File: src/rtl/pulse_stretch.sv
// Multi-channel pulse stretcher: each trigger opens a LEN-cycle level window per channel,
// closed by a one-cycle done strobe on natural expiry (silent on clr abort or reset).
module pulse_stretch #(
  parameter int WIDTH  = 1,
  parameter int LEN    = 1000,
  parameter int CNT_W  = 16,
  parameter int RETRIG = 1
) (
  input  logic             clk,
  input  logic             rst,
  input  logic [WIDTH-1:0] trig,
  input  logic [WIDTH-1:0] clr,
  output logic [WIDTH-1:0] level_out,
  output logic [WIDTH-1:0] done,
  output logic             busy
);

  typedef enum logic {
    IDLE,
    ACTIVE
  } state_t;

  // cnt holds the remaining window cycles minus one, so LEN = 2**CNT_W still fits
  localparam logic [CNT_W-1:0] RELOAD    = CNT_W'(LEN - 1);
  localparam bit               RETRIG_EN = (RETRIG != 0);

  state_t           state      [WIDTH];
  state_t           state_next [WIDTH];
  logic [CNT_W-1:0] cnt        [WIDTH];
  logic [CNT_W-1:0] cnt_next   [WIDTH];
  logic [WIDTH-1:0] level_next;
  logic [WIDTH-1:0] done_next;

  always_ff @(posedge clk or negedge rst) begin
    if (!rst) begin
      for (int i = 0; i < WIDTH; i++) begin
        state[i] <= IDLE;
        cnt[i]   <= '0;
      end
      level_out <= '0;
      done      <= '0;
      busy      <= 1'b0;
    end else begin
      for (int i = 0; i < WIDTH; i++) begin
        state[i] <= state_next[i];
        cnt[i]   <= cnt_next[i];
      end
      level_out <= level_next;
      done      <= done_next;
      busy      <= |level_next;
    end
  end

  // Abort beats retrigger beats expiry; the decrement is only reached with cnt > 0
  always_comb begin
    for (int i = 0; i < WIDTH; i++) begin
      state_next[i] = state[i];
      cnt_next[i]   = cnt[i];
      case (state[i])
        IDLE: begin
          if (trig[i] && !clr[i]) begin
            state_next[i] = ACTIVE;
            cnt_next[i]   = RELOAD;
          end
        end
        ACTIVE: begin
          if (clr[i]) begin
            state_next[i] = IDLE;
            cnt_next[i]   = '0;
          end else if (trig[i] && RETRIG_EN) begin
            cnt_next[i]   = RELOAD;
          end else if (cnt[i] == '0) begin
            state_next[i] = IDLE;
          end else begin
            cnt_next[i]   = cnt[i] - CNT_W'(1);
          end
        end
        default: begin
          state_next[i] = IDLE;
          cnt_next[i]   = '0;
        end
      endcase
    end
  end

  // An ACTIVE->IDLE step without clr can only be a natural expiry
  always_comb begin
    level_next = '0;
    done_next  = '0;
    for (int i = 0; i < WIDTH; i++) begin
      level_next[i] = (state_next[i] == ACTIVE);
      done_next[i]  = (state[i] == ACTIVE) && (state_next[i] == IDLE) && !clr[i];
    end
  end

endmodule

File: config.mk
export PLATFORM = sky130hd
export DESIGN_NAME = pulse_stretch
export DESIGN_NICKNAME = d
export VERILOG_FILES = /design/src/rtl/pulse_stretch.sv
export SDC_FILE = /design/constraint.sdc
export NUM_CORES = 1
export LEC_CHECK = 0
export CAP_MARGIN = 10
export CORE_MARGIN = 3
export CORE_UTILIZATION = 58
export CTS_CLUSTER_DIAMETER = 60
export DETAILED_ROUTE_END_ITERATION = 8
export PLACE_DENSITY_LB_ADDON = 0.15
export SLEW_MARGIN = 40
export SYNTH_ARGS = -nofsm -noshare
export SYNTH_HDL_FRONTEND = slang
export SYNTH_SLANG_ARGS = --single-unit
File: constraint.sdc
create_clock -name clk -period 2.5 [get_ports clk]
set_input_delay 0.5 -clock clk [delete_from_list [all_inputs] [get_ports clk]]
set_output_delay 0.5 -clock clk [all_outputs]
set_load 0.005 [all_outputs]
==> results by group, run 1 <==
Run status
  • Status: finished clean

Critical path
  • WP data required: 2.00 ns
  • CP Max Fanout: 22
  • Critical path buffers and inverters: 1
  • CP Class: flip-flop to output port
  • CP startpoint kind: flip-flop
  • WP data arrival: 1.70 ns
  • Max stage delay on crit path: 0.77 ns
  • Critical path capture point type: output port
  • Crit path max-delay family: flip-flops
  • Cell at the slowest stage of the critical path: dfrtp_1
  • Crit path cell chain: clkdlybuf4s50_1
  • R2R Setup Slk: 0.36 ns

CTS
  • Max Root-Sink Buffers: 2
  • Clock buffer count from CTS: 3
  • TritonCTS clock tree: built
  • Worst skew pair latency: 0.30 ns
  • CTS Hold Bufs: 0
  • Postcts setup bufs: 0
  • Worst-path clk slew: 0.11 ns
  • Post-CTS sizing: 0
  • CTS Root Cell: clkbuf_4
  • Htree depth: 1
  • CTS Sinks: 18

Final layout
  • Fraction of layout cells with a size suffix above 1: 15.4%
  • Commonest non-fill, non-tap cell in the layout: dfrtp_1
  • # fillers: 145
  • Diode count: 0
  • Layout Cells excl Fill: 168
  • Area growth syn-to-layout: 11.4%
  • Layout Nets: 149
  • Leading cell types in the layout, fill and taps excluded: 18 x dfrtp_1, 13 x nor2_1, 11 x inv_1
  • Post-route cell area: 0.00131 sq mm
  • Layout Utilization: 72.1%

Placed design
  • Gpl congestion: 0.926
  • HPWL after DPL: 2050 um
  • Placed cell areas: 0.00128 sq mm
  • Place WS: 0.213 ns
  • PortBufs: 6
  • Placed Cells: 164

STA
  • Final hold slack: 0.510 ns
  • Tcrit/Tclk final: 87.9%
  • Final Max Tran Viols: 0
  • Min Tclk post-route: 2.20 ns
  • Setup violations, final: 0
  • Max frequency: 0.455 GHz
  • Worst setup margin: 0.302 ns
  • Slew @ Worst Pin: 0.638 ns
  • Unrepaired setup endpoints after global routing: false
  • Worst slew margin: 57.4%
  • Setup TNS Final: 0 ns
  • Final Hold Vio Count: 0
  • Clock Skew: 0.00943 ns

Drt
  • Vias per cell: 6.54
  • Avg WL per Cell: 16.7 um
  • Pre-Repair DR Iteration Count: 4
  • Post-DRT Antenna Nets: 0
  • DRT Wirelength: 2800 um
  • Vias: 1099
  • Initial DRC Count: 51
  • Remaining DRCs: 0

Synth
  • Top cell type's share of synthesized area: 38.2%
  • Synth Area in Simple Gates: 28.2%
  • Yosys reg bits: 18
  • Post-synthesis mux area share: 1.70%
  • Syn. warnings: 0
  • Unique cell type count in the Yosys netlist: 39
  • Post-synthesis compound-gate area fraction: 22.1%
  • Main synth FF type: dfrtp_1
  • Asr flop ratio synth: 100%
  • Mapped cell area: 0.00118 sq mm
  • Syn Nets: 138
  • Number of synthesized flops with an enable pin: 0
  • Synth Instances: 133
  • Post-synthesis adder-cell area fraction: 1.06%
  • Post-Synth XOR/XNOR Area: 0%
  • Sequential-to-total area share from yosys stat: 38.2%
  • Synth top area cells: dfrtp_1 38%, nor2_1 4.1%, a31oi_1 3.7%
  • Largest family of logic cells by synthesized area: simple AND/OR/NAND/NOR gates
  • Avg Inst Size Synth: 8.86 sq um
  • Post-synth top area cell: dfrtp_1

Floorplanning
  • Die area: 0.00261 sq mm
  • Cell row count: 15
  • Core Region: 0.00182 sq mm
  • # IOs: 7
  • Initial Utilization: 64.7%
  • Die X: 51.1 um
  • Die H: 51.1 um

GRT
  • Antenna violations before repair: 0
  • First-pass GRT wire length: 4930 um
  • Largest net degree at the start of global routing: 23
  • Aggregate global-route resource usage: 24.6%
  • Global route overflow: 0
  • Vias in the first global route: 1035

Power and ir drop
  • LEAKAGE: 0.515 nW
  • Worst vdd ir: 0.437 mV
  • PD cells: 497 mW/mm^2
  • Total chip power: 0.652 mW

Worst hold path
  • Hold WC Path Type: primary input to async pin

Job
  • Max-cap viol count: 0
[path summary, 6_finish.rpt]
| check | from | end | depth (start not counted) |
|---|---|---|---|
| min in group clk | cnt[1]$_DFFE_PN0P_ | cnt[1]$_DFFE_PN0P_ | 1 |
| hold reg to reg | cnt[1]$_DFFE_PN0P_ | cnt[1]$_DFFE_PN0P_ | 1 |
| setup reg to reg | cnt[5]$_DFFE_PN0P_ | cnt[15]$_DFFE_PN0P_ | 4 |
| hold / removal | rst | cnt[0]$_DFFE_PN0P_ | 1 |
| setup / recovery | state$_DFF_PN0_ | busy | 1 |
| max in group asynchronous | rst | cnt[4]$_DFFE_PN0P_ | 2 |
[where the power goes]
part	internal, mW	switching (mW)
registers	0.310	0.0329
logic	0.0552	0.0707
clock network	0.0888	0.0945
[sequential cells by signal, summed over array words and instances (netlist names)]
| register | flops |
|---|---|
| cnt | 16 |
| done | 1 |
| state | 1 |
[cells in the mapped netlist, types with 4 or more instances]
cell / count
dfrtp_1: 18
o21ai_0: 8
nand3_1: 5
nand2_1: 4
o2bb2ai_1: 4
clkbuf_1: 5
inv_1: 11
nor2_1: 13
nand4_1: 5
a31oi_1: 7
a21oi_1: 6
[kinds of logic after synthesis]
| family | Yosys count |
|---|---|
| multiplexers | 2 |
| AND/OR/NAND/NOR | 54 |
| AO/OA/AOI/OAI | 38 |
| adder cells (fa/ha/maj) | 1 |
| buffers and inverters | 20 |
| flip-flops | 18 |
[per-layer routing]
layer / routed length (um) / up-vias / GRT usage (%)
met1: 1230 / 522 / 34.1
li1: - / 522 / -
met4: 59 / 0 / 8.07
met5: 0 / - / 0
met3: 166 / 8 / 2.92
met2: 1350 / 47 / 39.5
[area by class of cell]
cell class / instances / area, sq um / area share, %
multi-input combinational: 95 / 626 / 47.7
timing repair buffer: 15 / 128 / 9.72
sequential: 18 / 450 / 34.3
inverter: 11 / 41.3 / 3.15
tap: 25 / 31.3 / 2.38
clock buffer: 4 / 36.3 / 2.76
Power figures use the tool's default switching activity.
==> run 2, diff against run 1 <==
CORE_UTILIZATION = 60   (was 58)
DONT_BUFFER_PORTS = 1   (was default)
==> run 2 against run 1 <==
Against the previous run: combinational power decreased by 11%; power decreased by 8.3%; first-iteration DRC count decreased by 45%; core utilization decreased by 4.0 points; critical endpoint is now cnt[15]$_DFFE_PN0P_; largest power group unchanged.
==> results by group, run 2 (synthesized netlist as in run 1, its figures left out) <==
CTS
  • Worst-path clk slew: 0.10 ns (about the same)
  • CTS Sinks: 18 (unchanged)
  • Postcts setup bufs: 0 (unchanged)
  • TritonCTS clock tree: built
  • Max Root-Sink Buffers: 2 (unchanged)
  • Post-CTS sizing: 0 (unchanged)
  • CTS Root Cell: clkbuf_4
  • Htree depth: 1 (unchanged)
  • Worst skew pair latency: 0.31 ns (about the same)
  • Clock buffer count from CTS: 3 (unchanged)

Drt
  • Vias: 1041 (-5.3%)
  • Remaining DRCs: 0 (unchanged)
  • Vias per cell: 6.59 (+0.72%)
  • Post-DRT Antenna Nets: 0 (unchanged)
  • DRT Wirelength: 2590 um (-7.5%)
  • Avg WL per Cell: 16.4 um (-1.6%)
  • Initial DRC Count: 28 (-45%)
  • Pre-Repair DR Iteration Count: 4 (unchanged)

STA
  • Unrepaired setup endpoints after global routing: false
  • Min Tclk post-route: 2.18 ns (-0.0180 ns)
  • Worst slew margin: 58.6% (+1.2 points)
  • Final Hold Vio Count: 0 (unchanged)
  • Final Max Tran Viols: 0 (unchanged)
  • Setup TNS Final: 0 ns (unchanged)
  • Clock Skew: 0.00858 ns (-0.000854 ns)
  • Setup violations, final: 0 (unchanged)
  • Slew @ Worst Pin: 0.616 ns (-0.0229 ns)
  • Worst setup margin: 0.320 ns (+0.0180 ns)
  • Max frequency: 0.459 GHz (+0.83%)
  • Tcrit/Tclk final: 87.2% (-0.72 points)

Worst hold path
  • Hold WC Path Type: primary input to async pin

Power and ir drop
  • Net Sw Frac: 31.0% (+0.61 points)
  • Reg power frac: 56.4% (+3.8 points)
  • Clock Power Share: 24.9% (-3.2 points)
  • Worst vdd ir: 0.437 mV (about the same)
  • PD cells: 493 mW/mm^2 (-0.78%)
  • LEAKAGE: 0.470 nW (-8.7%)
  • Internal: 0.413 mW (-9.1%)
  • Switching power: 0.185 mW (-6.4%)
  • Combinational share of power: 18.7% (-0.6 points)

Final layout
  • Commonest non-fill, non-tap cell in the layout: dfrtp_1
  • Layout Nets: 140 (-6.0%)
  • Top reg by flops: cnt
  • Area growth syn-to-layout: 2.97%
  • Fraction of layout cells with a size suffix above 1: 13.5% (-1.9 points)
  • Max FFs per register: 16 (unchanged)
  • Largest registers: cnt x16, done x1, state x1
  • Diode count: 0 (unchanged)
  • Leading cell types in the layout, fill and taps excluded: 18 x dfrtp_1, 13 x nor2_1, 11 x inv_1

GRT
  • Global route overflow: 0 (unchanged)
  • Vias in the first global route: 1018 (-1.6%)
  • Aggregate global-route resource usage: 23.4% (-1.2 points)
  • First-pass GRT wire length: 4530 um (-8.1%)
  • Antenna violations before repair: 0 (unchanged)
  • Largest net degree at the start of global routing: 19 (-17%)

Floorplanning
  • Initial Utilization: 66.1% (+1.4 points)
  • Die X: 50.3 um (-1.5%)
  • Core Region: 0.00178 sq mm (-2.1%)
  • Die area: 0.00253 sq mm (-3.0%)
  • Cell row count: 15 (unchanged)
  • Die H: 50.3 um (-1.5%)
  • # IOs: 7 (unchanged)

Critical path
  • CP Class: flip-flop to flip-flop
  • CP startpoint kind: flip-flop
  • Critical path capture point type: flip-flop
  • CP Max Fanout: 7 (-68%)
  • WP data required: 2.73 ns (+0.73 ns)
  • WP data arrival: 2.41 ns (+0.71 ns)

Job
  • Max-cap viol count: 0 (unchanged)

Placed design
  • PortBufs: 0 (-6)
  • HPWL after DPL: 1880 um (-8.5%)
  • Place WS: 0.352 ns (+0.139 ns)
  • Gpl congestion: 0.878 (-5.2%)

Run status
  • Status: finished clean
## run 2: changes by cell type in the layout (fill, tap and decap cells not counted)
cell / delta
buf_2: +1
clkdlybuf4s50_1: -6
buf_4: -4
clkbuf_8: -1
## run 2: path summary, 6_finish.rpt
path	endpoint	depth (start not counted)	slack, ns	start
worst max-delay path	cnt[15]$_DFFE_PN0P_	4	0.32	cnt[6]$_DFFE_PN0P_
worst min-delay path	cnt[13]$_DFFE_PN0P_	1	0.10	rst
worst max register to register	cnt[15]$_DFFE_PN0P_	4	0.32	cnt[6]$_DFFE_PN0P_
worst min register to register	cnt[0]$_DFFE_PN0P_	1	0.54	cnt[0]$_DFFE_PN0P_
max in group asynchronous	cnt[0]$_DFFE_PN0P_	1	2.10	rst
min in group clk	cnt[1]$_DFFE_PN0P_	1	0.26	clr
## run 2: metrics by stage
step / power (mW) / hold WS [ns] / utilization [%] / std cells / area, sq um
after floorplan: 0.425 / 0.204 / - / 133 / 1180
after global placement: 0.443 / 0.205 / 66.5 / 154 / 1190
after detailed placement: 0.448 / 0.205 / 66.5 / 154 / 1190
after CTS: 0.600 / 0.260 / 68.4 / 158 / 1220
after global routing: 0.632 / 0.138 / 68.1 / 158 / 1210
final: 0.598 / 0.102 / 68.1 / 158 / 1210
## run 2: what timing repair did
action,CTS,global route
hold buffers,1,0
hold endpoints to repair,18,0
endpoints found under the setup margin,0,0
## run 2: cell type report
cell class | count | area (sq um)
Timing Repair Buffer | 6 | 42.5
Inverter | 11 | 41.3
Tap cell | 25 | 31.3
Multi-Input combinational cell | 95 | 626
Sequential cell | 18 | 450
Fill cell | 141 | 569
Clock buffer | 3 | 22.5
## run 2: per-layer routing
| metal | track usage (%) | part of all wire [%] |
|---|---|---|
| met5 | 0 | 0 |
| met4 | 12.1 | 2.3 |
| met3 | 2.97 | 4.4 |
| met2 | 38.9 | 50 |
| met1 | 29.5 | 43 |
## run 2: power groups by stage
| stage | clock (mW) | sequential [mW] | combinational, mW |
|---|---|---|---|
| detailed placement | 0 | 0.343 | 0.104 |
| floorplan | 0 | 0.336 | 0.0896 |
| finish | 0.149 | 0.338 | 0.112 |
| CTS | 0.151 | 0.337 | 0.112 |
| global route | 0.163 | 0.341 | 0.128 |
| global placement | 0 | 0.342 | 0.102 |
## run 2: worst max-delay path, stage by stage, from the launching register on
cell and delay (ns):
dfrtp_1 0.48, nor4_2 0.62, o2111ai_2 0.30, or4_1 0.55
a21oi_1 0.15
==> run 3, diff against run 2 <==
clock period = 2.7 ns   (was 2.5 ns; I/O delays follow)
==> run 3 against run 2 <==
Against the previous run: via count is 0.96% higher; sequential power is 6.5% lower; final cell count is 0.63% lower; combinational power is 14% lower; worst hold slack better by 0.045 ns; power is 2.3% lower; final area is 0.10% lower; critical path type unchanged; largest cell class unchanged.
==> results by group, run 3 (synthesized netlist as in run 1, its figures left out) <==
Placed design
  • PortBufs: 0 (unchanged)
  • Place WS: 0.355 ns (+0.00333 ns)
  • Gpl congestion: 0.861 (-1.9%)
  • HPWL after DPL: 1770 um (-5.5%)

STA
  • Final Max Tran Viols: 0 (unchanged)
  • Final Hold Vio Count: 0 (unchanged)
  • Tcrit/Tclk final: 89.9% (+2.7 points)
  • Worst setup margin: 0.272 ns (-0.0476 ns)
  • Max frequency: 0.412 GHz (-10%)
  • Setup TNS Final: 0 ns (unchanged)
  • Worst slew margin: 57.1% (-1.5 points)
  • Slew @ Worst Pin: 0.643 ns (+0.0278 ns)
  • Unrepaired setup endpoints after global routing: false
  • Min Tclk post-route: 2.43 ns (+0.248 ns)
  • Clock Skew: 0.00691 ns (-0.00166 ns)
  • Setup violations, final: 0 (unchanged)

Drt
  • DRT Wirelength: 2550 um (-1.8%)
  • Vias per cell: 6.69 (+1.6%)
  • Post-DRT Antenna Nets: 0 (unchanged)
  • Initial DRC Count: 57 (+100%)
  • Avg WL per Cell: 16.2 um (-1.2%)
  • Pre-Repair DR Iteration Count: 4 (unchanged)
  • Vias: 1051 (+0.96%)
  • Remaining DRCs: 0 (unchanged)

Final layout
  • Leading cell types in the layout, fill and taps excluded: 18 x dfrtp_1, 13 x nor2_1, 11 x inv_1
  • Max FFs per register: 16 (unchanged)
  • Fraction of layout cells with a size suffix above 1: 12.9% (-0.66 points)
  • # fillers: 144 (+2.1%)
  • Top reg by flops: cnt
  • Area growth syn-to-layout: 2.87%
  • Diode count: 0 (unchanged)
  • Largest registers: cnt x16, done x1, state x1
  • Commonest non-fill, non-tap cell in the layout: dfrtp_1
  • Layout Nets: 138 (-1.4%)

Critical path
  • CP startpoint kind: flip-flop
  • CP Class: flip-flop to flip-flop
  • Critical path capture point type: flip-flop
  • WP data arrival: 2.59 ns (+0.18 ns)
  • WP data required: 2.87 ns (+0.14 ns)
  • CP Max Fanout: 12 (+5)

Run status
  • Status: finished clean

Job
  • Max-cap viol count: 0 (unchanged)

CTS
  • CTS Sinks: 18 (unchanged)
  • Worst skew pair latency: 0.30 ns (about the same)
  • CTS Root Cell: clkbuf_4
  • Worst-path clk slew: 0.11 ns (about the same)
  • Htree depth: 1 (unchanged)
  • Clock buffer count from CTS: 3 (unchanged)
  • TritonCTS clock tree: built
  • Max Root-Sink Buffers: 2 (unchanged)

Floorplanning
  • Die X: 50.3 um (unchanged)
  • Core Region: 0.00178 sq mm (unchanged)
  • Cell row count: 15 (unchanged)
  • Die H: 50.3 um (unchanged)
  • # IOs: 7 (unchanged)
  • Die area: 0.00253 sq mm (unchanged)
  • Initial Utilization: 66.1% (unchanged)

GRT
  • Aggregate global-route resource usage: 23.1% (-0.30 points)
  • Vias in the first global route: 957 (-6.0%)
  • First-pass GRT wire length: 4450 um (-1.7%)
  • Largest net degree at the start of global routing: 23 (+4)
  • Antenna violations before repair: 0 (unchanged)
  • Global route overflow: 0 (unchanged)

Power and ir drop
  • PD cells: 482 mW/mm^2 (-2.2%)
  • Worst vdd ir: 0.425 mV (-2.9%)
  • LEAKAGE: 0.468 nW (-0.37%)

Worst hold path
  • Hold WC Path Type: primary input to async pin
run 3: per-stage QoR:
| stage | instances | cell area (sq um) | hold slack, ns | power (mW) | util [%] |
|---|---|---|---|---|---|
| floorplan | 133 | 1180 | 0.244 | 0.394 | - |
| global placement | 152 | 1170 | 0.245 | 0.407 | 65.7 |
| detailed placement | 152 | 1170 | 0.245 | 0.411 | 65.7 |
| CTS | 157 | 1220 | 0.299 | 0.585 | 68.3 |
| global route | 157 | 1210 | 0.163 | 0.617 | 68.0 |
| finish | 157 | 1210 | 0.146 | 0.585 | 68.0 |
run 3: final cells by class:
| cell class | instances | area, sq um | share of cell area [%] |
|---|---|---|---|
| sequential | 18 | 450 | 37.2 |
| clock buffer | 4 | 36.3 | 2.99 |
| multi-input combinational | 95 | 626 | 51.6 |
| timing repair buffer | 4 | 27.5 | 2.27 |
| inverter | 11 | 41.3 | 3.41 |
| tap | 25 | 31.3 | 2.58 |
run 3: what timing repair did:
action,CTS,global route
hold buffers,1,0
hold endpoints to repair,18,0
setup buffers,0,0
resized for setup,0,0
run 3: power by group:
group | internal (mW) | leakage, nW | switching, mW
sequential | 0.287 | 0.225 | 0.0290
clock | 0.0822 | 0.0210 | 0.0898
combinational | 0.0403 | 0.222 | 0.0563
run 3: worst paths after layout:
path	cells past startpoint	slack [ns]	endpoint	startpoint
max	6	0.27	cnt[2]$_DFFE_PN0P_	cnt[0]$_DFFE_PN0P_
min	1	0.15	cnt[15]$_DFFE_PN0P_	rst
max reg2reg	6	0.27	cnt[2]$_DFFE_PN0P_	cnt[0]$_DFFE_PN0P_
min reg2reg	1	0.55	cnt[1]$_DFFE_PN0P_	cnt[1]$_DFFE_PN0P_
max in group asynchronous	1	2.26	cnt[0]$_DFFE_PN0P_	rst
min in group clk	1	0.31	state$_DFF_PN0_	clr
run 3: critical path, stage by stage, from the launching register on:
cell      delay, ns
dfrtp_1        0.42
inv_1          0.09
ha_1           0.37
nor4b_1        0.31
nand4_1        0.45
o21bai_1       0.49
o21ai_0        0.17
run 3: metal layers:
| metal | vias up | part of all wire (%) | global-route usage (%) | wire, um |
|---|---|---|---|---|
| met5 | - | 0 | 0 | 0 |
| met4 | 0 | 1.5 | 8.52 | 38 |
| met3 | 5 | 6.2 | 4.45 | 158 |
| met2 | 44 | 49 | 37.0 | 1240 |
| met1 | 502 | 44 | 30.9 | 1110 |
| li1 | 500 | - | - | - |
